--- src/rtl/xif_result_buffer.sv ---
// xif_result_buffer: commit-gated FIFO between the coprocessor execution FSM and the CV-X-IF result channel
// Ports: clk_i/rst_ni clock and async active-low reset; in_* push side from the execution FSM;
// commit_* commit/kill strobes from the core; result_* X-IF result channel; occupancy_o entry count.
module xif_result_buffer #(
  parameter int DEPTH = 4,
  parameter int ID_W  = 4
) (
  input  logic                     clk_i,
  input  logic                     rst_ni,
  input  logic                     in_valid_i,
  output logic                     in_ready_o,
  input  logic [ID_W-1:0]          in_id_i,
  input  logic [4:0]               in_rd_i,
  input  logic [31:0]              in_data_i,
  input  logic                     in_we_i,
  input  logic                     commit_valid_i,
  input  logic [ID_W-1:0]          commit_id_i,
  input  logic                     commit_kill_i,
  output logic                     result_valid_o,
  input  logic                     result_ready_i,
  output logic [ID_W-1:0]          result_id_o,
  output logic [4:0]               result_rd_o,
  output logic [31:0]              result_data_o,
  output logic                     result_we_o,
  output logic [$clog2(DEPTH):0]   occupancy_o
);
  localparam int AW  = $clog2(DEPTH);
  localparam int NID = 1 << ID_W;
  logic [AW:0]      r_wr_ptr, r_rd_ptr, w_occ;
  logic [ID_W-1:0]  r_id [DEPTH];
  logic [4:0]       r_rd [DEPTH];
  logic [31:0]      r_data [DEPTH];
  logic [DEPTH-1:0] r_we;
  logic [NID-1:0]   r_cmt, r_kil, w_hmask, w_cmask, w_clr, w_set_c, w_set_k;
  logic             r_busy;
  logic [AW-1:0]    w_wa, w_ra;
  logic [ID_W-1:0]  w_hid;
  logic             w_full, w_empty, w_push, w_pop, w_drop;
  assign w_occ       = r_wr_ptr - r_rd_ptr;
  assign w_full      = w_occ == (AW+1)'(DEPTH);
  assign w_empty     = w_occ == '0;
  assign w_wa        = r_wr_ptr[AW-1:0];
  assign w_ra        = r_rd_ptr[AW-1:0];
  assign w_hid       = r_id[w_ra];
  assign w_hmask     = NID'(1) << w_hid;
  assign w_cmask     = NID'(1) << commit_id_i;
  // r_busy marks a transfer already on the bus, so a late kill cannot retract it
  assign result_valid_o = !w_empty && ((r_cmt[w_hid] && !r_kil[w_hid]) || r_busy);
  assign w_drop      = !w_empty && r_kil[w_hid] && !r_busy;
  assign w_pop       = result_valid_o && result_ready_i;
  assign w_push      = in_valid_i && !w_full;
  assign in_ready_o  = !w_full;
  assign occupancy_o = w_occ;
  assign result_id_o   = w_hid;
  assign result_rd_o   = r_rd[w_ra];
  assign result_data_o = r_data[w_ra];
  assign result_we_o   = r_we[w_ra];
  // clear is applied before set so a same-cycle commit on the retiring id survives
  assign w_clr   = (w_pop || w_drop) ? w_hmask : '0;
  assign w_set_c = (commit_valid_i && !commit_kill_i) ? w_cmask : '0;
  assign w_set_k = (commit_valid_i && commit_kill_i) ? w_cmask : '0;
  always_ff @(posedge clk_i or negedge rst_ni) begin
    if (!rst_ni) begin
      r_wr_ptr <= '0;
      r_rd_ptr <= '0;
      r_cmt    <= '0;
      r_kil    <= '0;
      r_busy   <= 1'b0;
      r_we     <= '0;
      for (int i = 0; i < DEPTH; i++) begin
        r_id[i]   <= '0;
        r_rd[i]   <= '0;
        r_data[i] <= '0;
      end
    end else begin
      if (w_push) begin
        r_id[w_wa]   <= in_id_i;
        r_rd[w_wa]   <= in_rd_i;
        r_data[w_wa] <= in_data_i;
        r_we[w_wa]   <= in_we_i;
        r_wr_ptr     <= r_wr_ptr + (AW+1)'(1);
      end
      if (w_pop || w_drop) r_rd_ptr <= r_rd_ptr + (AW+1)'(1);
      r_cmt  <= (r_cmt & ~w_clr) | w_set_c;
      r_kil  <= (r_kil & ~w_clr) | w_set_k;
      r_busy <= result_valid_o && !result_ready_i;
    end
  end
endmodule

--- config.mk ---
export PLATFORM = sky130hd
export DESIGN_NAME = xif_result_buffer
export DESIGN_NICKNAME = d
export VERILOG_FILES = /design/src/rtl/xif_result_buffer.sv
export SDC_FILE = /design/constraint.sdc
export NUM_CORES = 1
export LEC_CHECK = 0
export ABC_AREA = 1
export CELL_PAD_IN_SITES_DETAIL_PLACEMENT = 1
export CELL_PAD_IN_SITES_GLOBAL_PLACEMENT = 1
export CORE_MARGIN = 2
export CORE_UTILIZATION = 43
export CTS_CLUSTER_SIZE = 28
export DETAILED_ROUTE_END_ITERATION = 8
export GPL_TIMING_DRIVEN = 0
export HOLD_SLACK_MARGIN = 0.12
export PLACE_DENSITY = 0.77
export SLEW_MARGIN = 40
export SYNTH_ARGS = -nofsm -noshare
export SYNTH_HDL_FRONTEND = slang
export SYNTH_SLANG_ARGS = --single-unit
--- constraint.sdc ---
create_clock -name clk_i -period 2.85 [get_ports clk_i]
set_clock_uncertainty 0.15 [all_clocks]
set_input_delay 0.7125 -clock clk_i [delete_from_list [all_inputs] [get_ports clk_i]]
set_output_delay 0.7125 -clock clk_i [all_outputs]
set_load 0.01 [all_outputs]
==> results of run 1 <==
[timing repair]
item / CTS / global route
endpoints found under the hold margin: 33 / 0
buffers inserted: 34 / 16
gates resized for setup: 326 / 149
pin swaps: 20 / 40
cloned: 1 / 8
setup endpoints to repair: 216 / 212
hold buffers: 1 / 0
[layer usage]
layer,GRT usage,share of wire,vias up
li1,-,-,4161
met5,0,0,-
met4,0.0595,0.027,0
met1,0.396,0.43,4726
met3,0.0349,0.060,77
met2,0.470,0.48,346
[worst max-delay path by stage]
stage	cells after the start	start	slack (ns)	end
after detailed placement	6	r_rd_ptr[0]	-0.75	result_data_o[14]
final	13	r_rd_ptr[0]	-0.54	result_valid_o
after global placement	1	rst_ni	-8.19	r_data[123]
after global routing	13	r_rd_ptr[0]	-0.63	result_valid_o
after floorplan	12	r_wr_ptr[0]	0.07	r_data[21]
after CTS	8	r_rd_ptr[0]	-0.42	result_valid_o
[state kept, by name (all words and copies together) (netlist names)]
register / cells
r_rd_ptr: 3
r_id: 16
r_we: 4
r_wr_ptr: 3
r_busy: 1
r_kil: 16
r_rd: 20
r_cmt: 16
r_data: 128
[final cells by class]
cell class / count / area (sq um)
Multi-Input combinational cell: 818 / 4190
Timing Repair Buffer: 157 / 1390
Tap cell: 280 / 350
Clock inverter: 4 / 51.3
Buffer: 75 / 793
Sequential cell: 207 / 5180
Timing Repair inverter: 1 / 7.51
Fill cell: 2544 / 8900
Inverter: 63 / 249
Clock buffer: 36 / 707
[worst min-delay path: stages, from the launching register on]
cell	delay [ns]
sky130_fd_sc_hd__dfrtp_1	0.34
sky130_fd_sc_hd__nand2_1	0.05
sky130_fd_sc_hd__nand2_1	0.05
[where the power goes]
group	internal (W)	total [W]	switching [W]
sequential	0.00431	0.00520	0.000887
clock	0.00179	0.00305	0.00125
combinational	0.00447	0.0108	0.00632
total	0.0106	0.0190	0.00846
[cells by family (layout without fill, tap and decap cells)]
kind of cell	count (synthesis)	count (layout)
AO/OA/AOI/OAI	287	287
XOR/XNOR	4	4
adder cells (fa/ha/maj)	7	7
buffers and inverters	138	336
flip-flops	207	207
AND/OR/NAND/NOR	520	520
[layout by cell type (no fill, tap or decap), types with 20 or more instances in the layout]
cell	n
sky130_fd_sc_hd__buf_2	42
sky130_fd_sc_hd__o22ai_1	23
sky130_fd_sc_hd__inv_1	56
sky130_fd_sc_hd__nand3_1	30
sky130_fd_sc_hd__o21ai_0	217
sky130_fd_sc_hd__dfrtp_1	205
sky130_fd_sc_hd__buf_6	40
sky130_fd_sc_hd__nor2_1	78
sky130_fd_sc_hd__buf_4	40
sky130_fd_sc_hd__clkbuf_16	32
sky130_fd_sc_hd__o21ai_1	20
sky130_fd_sc_hd__clkdlybuf4s50_1	50
sky130_fd_sc_hd__nand2_1	322
sky130_fd_sc_hd__nor2_2	24
[per-stage QoR]
step / TNS [ns] / cell area, sq um / setup slack, ns / total power (W) / utilization
finish: -13.11 / 12900 / -0.536 / 0.0190 / 0.592
global route: -16.32 / 12900 / -0.626 / 0.0201 / 0.592
CTS: -8.81 / 12400 / -0.423 / 0.0176 / 0.570
detailed placement: -75.54 / 11000 / -0.752 / 0.0134 / 0.504
global placement: -1755.88 / 10900 / -8.19 / 0.0132 / 0.500
floorplan: 0 / 9580 / 0.0694 / 0.00994 / -
==> results summary, run 1 <==
Yosys mapped the design onto 32 distinct sky130hd cell types. The dominant delay contributor by cell family on the critical path is simple AND/OR/NAND/NOR gates. The type of element launching the critical path is a register. In this run the register-to-register setup slack is approximately 0.01 ns. In this design, the stage delay of the slowest critical-path cell is ~0.50 ns.

The critical path data arrival time is ~2.5 ns. The number of nets still failing antenna checks after routing is 0. The via density per instance is approximately 5.7. The die is 153 um tall. The main combinational cell family by area after synthesis is simple AND/OR/NAND/NOR gates.

The number of buffers created by CTS is 24. The launch instance of the worst min-delay path is r_kil[2]. The number of search-and-repair iterations in the first detailed-routing pass came out at 5.

The row count came out at 54. After detailed routing, the average wire length per cell comes to 22.0 um. Clock-pin slew was measured on the worst setup and hold paths at 0.06 ns.

The setup violation total in the final timing report came out at 44. Measured against its own limit, the worst slew margin works out to 0.474. For this design the top-level I/O count stands at between 90 and 100. For the pin with the worst max-slew slack, the measured transition is about 0.8 ns. Walking the worst path, the cells encountered are buf_6 > nor2_1 > nor2_1 > o21ai_1 > nand2_2 > inv_4 > nand3_4 > nand3_2 > nand2_2 > nand2_2 > nand3_2 > inv_1 > buf_2. The clock reaches the later pin of the worst-skew pair after approximately 0.53 ns. The maximum count of clock buffers along a single path is 3.

Among the stages of the critical path, the cell type that occurs most often is sky130_fd_sc_hd__nand2_2. The clock tree root buffer cell is sky130_fd_sc_hd__clkbuf_16. The share of the Yosys chip area taken by registers is 0.541.

The area share of xor/xnor cells in the synthesized design came out at 0.00366. The share of post-route cells with drive strength above 1 came out at 0.237. The final critical-path share of the clock period is 1.19. VDD sags by at most 0.000897 V. The net count reported at finish is roughly 1400. The warning count from the yosys run came out at 0.

The width of the die came out at about 150 um. Along the worst path, the maximum fanout reaches 8. The endpoint identified for the worst register-to-register timing path is r_id[2].

Wires add up to 36.1 mm. The total of buffers placed on input and output ports came out at 97. In this run, synthesis produced a sequential element count of 207. The share of async-settable or async-resettable flops after synthesis is 1.00. The path class of the tightest hold or removal check is reg -> reg. The number of clock sinks is ~210. The total number of vias came out at just over 9000. The initial DRC count came out at between 600 and 700.

The worst path buffer plus inverter count is 4. By startpoint and endpoint, the worst setup path is classified as reg -> out. The number of cells on the worst reg-to-reg path came out at 13. After technology mapping, the gate count stands at approximately 1200. The starting utilization of the core area came out at 0.439. The final reports fail on negative setup slack. The total inserted antenna cells is 0.

The cell with the largest stage delay on the worst path is sky130_fd_sc_hd__dfrtp_2. The leakage power figure is roughly 6.4 nW. The portion of synthesized cell area occupied by the leading cell type is 0.541. In the post-synthesis netlist, the cell with the most instances is sky130_fd_sc_hd__nand2_1. The total global routing track utilization came out at 0.281. The worst register-to-register path begins at r_rd_ptr[0]. The commonest cells after synthesis are 336 x sky130_fd_sc_hd__nand2_1, 245 x sky130_fd_sc_hd__o21ai_0, 207 x sky130_fd_sc_hd__dfrtp_1. The hold-critical path depth is 2.

Setup repair after global routing could not meet its margin everywhere. The minimum hold slack came out at between 0.3 and 0.4 ns. The run finished, with violations left. Max-cap violations in this run came to 0. The synthesized cell area came out at between 9000 and 10000 sq um. Entering global routing, the biggest net connects 70 pins. The area inside the core boundary is about 22000 sq um. After synthesis, the cell types taking the most area are sky130_fd_sc_hd__dfrtp_1 54%, sky130_fd_sc_hd__nand2_1 13%, sky130_fd_sc_hd__o21ai_0 13%. The number of cells after detailed placement came out at about 1500. The mean cell area of the mapped netlist is just over 8 sq um. The multiplexer share of the synthesized area is 0. The number of antenna violations at the first check in global routing came out at 0. The post-synthesis share of cell area spent on and, or, nand and nor gates came out at 0.227. Global routing finished with a remaining overflow of 0.

The required time of the critical path came out at 1.99 ns. The power density over the cells is ~1500 nW/um^2. Setup slack on the critical path of the routed design comes to -0.536 ns. Counting flops with a built-in enable in the synthesized netlist gives 0.

The synthesized net count is ~1200. The maximum achievable frequency came out at about 300 MHz. Compared with the post-synthesis result, the final layout area differs by 34.9%. STA classifies the critical path endpoint as a primary output. The biggest area contributor in the post-synthesis netlist is sky130_fd_sc_hd__dfrtp_1. The minimum clock period is between 3 and 4 ns. The fraction of the mapped netlist area in adder cells is 0.00993. The max-slew violation count came to 0. The compound-gate portion of the synthesized area came to 0.156. The depth of the CTS H-tree is 1. The sum of net half-perimeters after detailed placement came out at between 20 and 25 mm.

Leaving out filler cells and counting taps, the final layout contains around 1600. TritonCTS built the clock tree. The first global-routing pass estimated around 53 mm of wire. The routability congestion estimate from global placement came out at between 0.7 and 0.8. The floorplan die area is 23500 sq um. The final count of hold timing violations is 0. The via count of the first global-routing pass came out at roughly 9500. The worst hold path terminates at r_kil[2].

The count of unresolved DRC violations after routing is 0. In the synthesized netlist the dominant register cell turns out to be sky130_fd_sc_hd__dfrtp_1.
(Power assumes the default switching activity.)
==> run 2, diff against run 1 <==
--- a/config.mk
+++ b/config.mk
@@ -9,12 +9,12 @@
 export CELL_PAD_IN_SITES_DETAIL_PLACEMENT = 1
 export CELL_PAD_IN_SITES_GLOBAL_PLACEMENT = 1
 export CORE_MARGIN = 2
-export CORE_UTILIZATION = 43
+export CORE_UTILIZATION = 39
 export CTS_CLUSTER_SIZE = 28
 export DETAILED_ROUTE_END_ITERATION = 8
 export GPL_TIMING_DRIVEN = 0
 export HOLD_SLACK_MARGIN = 0.12
-export PLACE_DENSITY = 0.77
+export PLACE_DENSITY = 0.74
 export SLEW_MARGIN = 40
 export SYNTH_ARGS = -nofsm -noshare
 export SYNTH_HDL_FRONTEND = slang
==> constraint.sdc (replaced) <==
create_clock -name clk_i -period 2.8 [get_ports clk_i]
set_clock_uncertainty 0.15 [all_clocks]
set_input_delay 0.7 -clock clk_i [delete_from_list [all_inputs] [get_ports clk_i]]
set_output_delay 0.7 -clock clk_i [all_outputs]
set_load 0.01 [all_outputs]
==> results summary, run 2 (same netlist as run 1, synthesis figures left out) <==
The run finished, with violations left. The checks that failed: negative setup slack. The final count of hold timing violations came to 0. The first element of the critical path is r_rd_ptr[0]. CTS saw 207 sinks.

The share of post-route cells with drive strength above 1 came out at 0.438. The worst path buffer plus inverter count came out at 5. The final critical-path setup slack is -0.633 ns.

Leaving out fill and tap cells, the most frequent cell in the layout is sky130_fd_sc_hd__dfrtp_1. The worst pin sits at a relative slew slack of 0.399. After the last flow step, the layout net total stands at 1439. The max capacitance violation total is 0. Setup violations remaining at the end of the flow were counted as ~250. The maximum resistive drop on vdd is 0.000759 V. The required time of the critical path is 1.95 ns. For this design the top-level I/O count stands at 99. The type of element launching the critical path is a register.

At the pin with the least slew margin, the transition time is around 0.89 ns. The signal on the critical path passes through inv_4 > nand2_1 > nand3_4 > nand2_4 > buf_8 > buf_6 > nand2_1 > nand2_1 > nand2_1 > nand3_2 > nand3_1 > nand2_2 > nand2_2 > nand3_2 > inv_1 > buf_2. STA classifies the critical path endpoint as a primary output. Entering global routing, the biggest net connects between 60 and 70 pins. The overall routed net length came out at a little under 50 mm. The pre-antenna-repair detailed-routing pass consisted of 5 iterations. The minimum clock period is ~3.4 ns.

The maximum net fanout on the critical path is 6. In this run the most critical hold path is launched from r_kil[4]. The maximum achievable frequency is slightly below 300 MHz. Setup repair after global routing could not meet its margin everywhere. The worst register-to-register path begins at r_rd_ptr[0].

The area growth from synthesis to layout is 62.7%. The most numerous cell type found on the critical path is sky130_fd_sc_hd__nand2_1. The floorplan step defined a core boundary enclosing roughly 24000 sq um.

The critical path data arrival time is approximately 2.6 ns. The floorplan die area came out at between 20000 and 30000 sq um. Counting the buffers created by CTS gives 25. The via count of the first global-routing pass came out at 9413.

The die is between 150 and 200 um wide. The average wire per standard cell is between 20 and 30 um. The initial DRC count came out at between 800 and 900.

The die height came out at 161 um. The number of inserted filler cells in the final layout came out at around 2600. The number of cells in the finished layout apart from fillers is ~1700. The largest registers in the layout are r_data: 128 flops, r_rd: 20 flops. Ranked by flip-flop count, first place goes to r_data.

The cell family contributing the most delay on the critical path is simple AND/OR/NAND/NOR gates. The power density over the cells is approximately 1600 nW/um^2. The number of cells after detailed placement is between 1500 and 2000.

The row count is 57. The total number of vias is approximately 11000. The clock insertion delay at the later pin of the skew report came out at around 0.53 ns. The number of antenna diodes in the final layout is 0. The via density per instance is 6.11. The max-slew violation count came out at 0. The critical path is of the reg -> out type. Leaving out fill and tap cells, the most frequent cells in the layout are 205 x sky130_fd_sc_hd__dfrtp_1, 195 x sky130_fd_sc_hd__nand2_1, 116 x sky130_fd_sc_hd__o21ai_2. For this run, the total global-route usage over all layers was measured as 0.253. The number of flip-flops in the largest register came out at ~130. The clock-pin slew reported for the worst setup and hold paths after clock tree synthesis is around 0.080 ns. For this run the aggregate overflow at the end of global routing stands at 0. The starting utilization of the core area is 0.395. In this run the tool buffered the top-level ports with 97 buffer cells.

The TritonCTS clock tree is done. The critical path's largest stage delay is between 0.5 and 0.6 ns. The depth of the CTS H-tree is 1. The number of antenna violations at the first check in global routing was 0.

The cell with the largest stage delay on the worst path is sky130_fd_sc_hd__dfrtp_2. The path class of the tightest hold or removal check is reg -> reg. The first global-routing pass estimated 51.9 mm of wire. Detailed placement ended at an HPWL of about 21 mm.

The analysis attributes to cell leakage a power of about 7.4 nW. The detail route stage leaves a number of antenna-violating nets equal to 0. The count of unresolved DRC violations after routing is 0. The maximum count of clock buffers along a single path came out at 3.

The final critical-path share of the clock period came out at 1.23. The utilization after layout came out at 0.643. The clock tree root buffer cell is sky130_fd_sc_hd__clkbuf_16. The routability congestion estimate from global placement is ~0.79.
-- run 2: changes by cell type in the layout (fill, tap and decap cells not counted), sizes merged, moves of 2 or more --
| cell | previous run | this run |
|---|---|---|
| clkinv | 1 | 7 |
| clkinvlp | 2 | 0 |
| buf | 136 | 150 |
| clkbuf | 80 | 98 |
| inv | 64 | 62 |
-- run 2: layer usage --
metal | global-route usage | wire length (um) | vias to the layer above
met1 | 0.335 | 18800 | 5376
met3 | 0.0354 | 3590 | 229
met2 | 0.432 | 24000 | 638
met4 | 0.0767 | 3030 | 0
met5 | 0 | 0 | -
li1 | - | - | 4270
-- run 2: what timing repair did --
item                                    4_1_cts  5_1_grt
pin swaps                                    34       51
cloned                                        1       38
endpoints found under the setup margin      216      245
hold buffers                                  1        0
gates resized for setup                     360      742
endpoints found under the hold margin        22        0
setup buffers                                27       26
-- run 2: metrics by stage --
step | total power [W] | worst slack, ns | setup TNS [ns] | hold WS (ns) | cell area, sq um
global placement | 0.0134 | -8.20 | -1764.33 | 0.305 | 11000
detailed placement | 0.0137 | -0.856 | -77.17 | 0.310 | 11000
CTS | 0.0180 | -0.469 | -4.49 | 0.324 | 12500
global route | 0.0255 | -0.719 | -44.59 | 0.348 | 15600
finish | 0.0247 | -0.633 | -26.34 | 0.330 | 15600
floorplan | 0.0101 | 0.0194 | 0 | 0.254 | 9580
-- run 2: worst paths after layout --
| path | slack (ns) | to | depth (start not counted) |
|---|---|---|---|
| worst max-delay path | -0.63 | result_valid_o | 16 |
| worst min-delay path | 0.33 | r_kil[4] | 2 |
| worst max register to register | -0.24 | r_cmt[7] | 14 |
| worst min register to register | 0.33 | r_kil[4] | 2 |
| max in group asynchronous | 1.05 | r_data[86] | 4 |
| min in group asynchronous | 0.45 | r_rd[1] | 2 |
-- run 2: worst register-to-register path, stage by stage, from the launching register on --
cell and delay [ns]:
sky130_fd_sc_hd__dfrtp_2 0.50, sky130_fd_sc_hd__buf_6 0.17, sky130_fd_sc_hd__ha_4 0.15, sky130_fd_sc_hd__fa_2 0.34, sky130_fd_sc_hd__xnor2_2 0.15, sky130_fd_sc_hd__xor2_1 0.19, sky130_fd_sc_hd__nand3b_1 0.18, sky130_fd_sc_hd__buf_4 0.13
sky130_fd_sc_hd__buf_6 0.10, sky130_fd_sc_hd__nand3_2 0.14, sky130_fd_sc_hd__nand2_4 0.19, sky130_fd_sc_hd__clkbuf_16 0.20, sky130_fd_sc_hd__nand2_4 0.05, sky130_fd_sc_hd__nand2_1 0.07, sky130_fd_sc_hd__nand2_1 0.15
-- run 2: layout make-up --
cell class / instances / area (sq um) / area share
clock buffer: 36 / 727 / 0.0466
tap: 324 / 405 / 0.0260
inverter: 63 / 262 / 0.0168
timing repair buffer: 191 / 2320 / 0.149
multi-input combinational: 818 / 5560 / 0.356
clock inverter: 8 / 93.8 / 0.00602
sequential: 207 / 5180 / 0.332
buffer: 74 / 1040 / 0.0669
-- run 2: report_power, final --
part	switching [W]	leakage [nW]	total, W	internal [W]
combinational	0.00853	4.38	0.0154	0.00682
clock	0.00145	0.409	0.00344	0.00198
sequential	0.00152	2.60	0.00591	0.00439
==> run 3, diff against run 2 <==
--- a/config.mk
+++ b/config.mk
@@ -8,7 +8,7 @@
 export ABC_AREA = 1
 export CELL_PAD_IN_SITES_DETAIL_PLACEMENT = 1
 export CELL_PAD_IN_SITES_GLOBAL_PLACEMENT = 1
-export CORE_MARGIN = 2
+export CORE_MARGIN = 3
 export CORE_UTILIZATION = 39
 export CTS_CLUSTER_SIZE = 28
 export DETAILED_ROUTE_END_ITERATION = 8
==> results summary, run 3 (same netlist as run 1, synthesis figures left out) <==
The total inserted antenna cells came out at 0. In this run the worst setup path begins at r_rd_ptr[0]. The average wire per standard cell is around 21 um. The number of flip-flops in the largest register is ~130.

The sum of negative setup slack came out at -18.48 ns. The final reports fail on negative setup slack. The number of search-and-repair iterations in the first detailed-routing pass came out at 5. The top cell types in the final layout, fill and taps aside, are 288 x sky130_fd_sc_hd__nand2_1, 205 x sky130_fd_sc_hd__dfrtp_1, 163 x sky130_fd_sc_hd__o21ai_0. The worst register-to-register path begins at r_rd_ptr[0]. The pin count of the biggest net entering global routing is 74. The maximum resistive drop on vdd is ~0.00066 V. STA classifies the critical path startpoint as a register. The max capacitance violation total is 0. Port buffering added 97 buffers. The highest layer touched by signal routing is met4. The final count of hold timing violations came out at 0. Summed over all nets, wire length on met2 after detailed routing comes to approximately 17 mm.

The minimum clock period is ~3.4 ns. The initial DRC count came out at a little over 600. The total global routing track utilization came out at 0.256. The via count of the first global-routing pass came to between 9000 and 10000. The flow ran to the end, but the final reports show violations. The most critical setup path has its endpoint at result_valid_o. The worst slack at placement came out at -0.802 ns. The maximum net fanout on the critical path came out at 6. Hold is met by around 0.32 ns. The wire length of the first global-routing pass came out at between 50 and 60 mm. The routed metal-1 wirelength came out at 15.8 mm. Summed over all cells, the static leakage comes to about 6.5 nW. Setup repair after global routing could not meet its margin everywhere. The remaining max-slew budget at the tightest pin came out at 0.455. The net count reported at finish is between 1000 and 1500.

STA puts the critical path data required time at 1.95 ns. The clock tree root buffer cell is sky130_fd_sc_hd__clkbuf_16. The share of post-route cells with drive strength above 1 is 0.247. The clock-pin slew reported for the worst setup and hold paths after clock tree synthesis came out at 0.06 ns. The depth of the CTS H-tree came out at 1. The starting utilization of the core area came out at 0.402. In the final layout, the registers with the most flip-flops are r_data: 128 flops, r_rd: 20 flops.

The sum of net half-perimeters after detailed placement is between 20 and 25 mm. The area growth from synthesis to layout came out at 38.6%. The worst setup path is captured at a primary output.

The total number of vias came out at around 9000. The overall routed net length is between 30 and 40 mm. Counting flops per register, the top entry is r_data. For the pin with the worst max-slew slack, the measured transition is just over 0.8 ns. The critical path data arrival time came out at about 2.5 ns.

The count of nets left with antenna violations once routing finished came out at 0. In the post-route analysis, the smallest setup slack over all paths is -0.590 ns. The setup violation total in the final timing report is 76. The via density per instance came out at about 5.5. The longest clock path from root to sink contains 3 buffers.

The utilization after layout is 0.557. The count of unresolved DRC violations after routing came out at 0. The width of the die came out at 163 um. The clock insertion delay at the later pin of the skew report is ~0.54 ns. In this run the critical register-to-register path is captured at r_rd_ptr[2]. The worst setup path is of the reg -> out kind. The maximum achievable frequency came out at about 300 MHz.

The setup slack on the worst flop-to-flop path is -0.40 ns. In the finished design, the share of the clock period the worst path needs comes to 1.21. Summed over all nets, wire length on met3 after detailed routing comes to 1.64 mm. In this run, CTS created clock tree buffers numbering 23. The number of inserted filler cells in the final layout is around 2800. The min-delay analysis places its worst path in the category reg -> reg. The worst register-to-register path has a depth of 17. The number of antenna violations at the first check in global routing is 0. The area inside the core boundary came out at roughly 24000 sq um. The TritonCTS clock tree is done.

The number of clock sinks is 207. The overflow left after global routing is 0. The max-slew violation count came out at 0.

The floorplan die area is ~26000 sq um. 99 I/O pins were placed. At the end of routability-driven placement, the weighted congestion stood at 0.806. The row count is 56. Leaving out fill and tap cells, the most frequent cell in the layout is sky130_fd_sc_hd__nand2_1. In this run the vertical extent of the chip is approximately 160 um. The power density over the cells is 1490 nW/um^2.
run 3: critical path: stages (launching register included):
cell and delay (ns):
sky130_fd_sc_hd__dfrtp_2 0.49, sky130_fd_sc_hd__ha_4 0.19, sky130_fd_sc_hd__fa_2 0.37, sky130_fd_sc_hd__xnor2_2 0.16
sky130_fd_sc_hd__xor2_2 0.16, sky130_fd_sc_hd__buf_4 0.14, sky130_fd_sc_hd__nand3b_1 0.21, sky130_fd_sc_hd__nand3_2 0.13
sky130_fd_sc_hd__inv_2 0.04, sky130_fd_sc_hd__buf_6 0.11
run 3: power breakdown:
part	internal, W	switching [W]	leakage (nW)
Sequential	0.00439	0.000902	2.60
Clock	0.00198	0.00134	0.397
Combinational	0.00484	0.00630	3.49
run 3: routing by layer:
metal,track usage,vias to the layer above
met5,0,-
met1,0.357,4685
li1,-,4159
met2,0.429,252
met4,0.0657,0
met3,0.0292,60
run 3: worst min-delay path by stage:
stage	end	depth (start not counted)	start	slack (ns)
floorplan	r_busy	0	rst_ni	0.25
global placement	r_cmt[9]	2	r_cmt[9]	0.31
detailed placement	r_kil[3]	2	r_kil[3]	0.31
CTS	r_kil[3]	2	r_kil[3]	0.32
global route	r_data[60]	2	r_data[60]	0.36
finish	r_kil[3]	2	r_kil[3]	0.32
run 3: area by class of cell:
cell class	instances	area, sq um	share of cell area
Timing Repair Buffer	159	1520	0.114
Clock buffer	32	679	0.0512
Tap cell	319	399	0.0301
Clock inverter	9	143	0.0107
Multi-Input combinational cell	818	4210	0.317
Buffer	69	891	0.0671
Inverter	63	256	0.0193
Sequential cell	207	5180	0.390
run 3: timing repair:
item	in CTS	in global routing
hold buffers	1	0
setup buffers	45	12
cloned	0	5
setup endpoints to repair	243	252
resized for setup	316	244
pin swaps	12	20
endpoints found under the hold margin	67	0
run 3: per-stage QoR:
step	power, W	cell area (sq um)	cells
detailed placement	0.0137	11000	1581
global route	0.0210	13300	1676
CTS	0.0184	12700	1668
global placement	0.0134	11000	1579
floorplan	0.0101	9580	1163
finish	0.0197	13300	1676
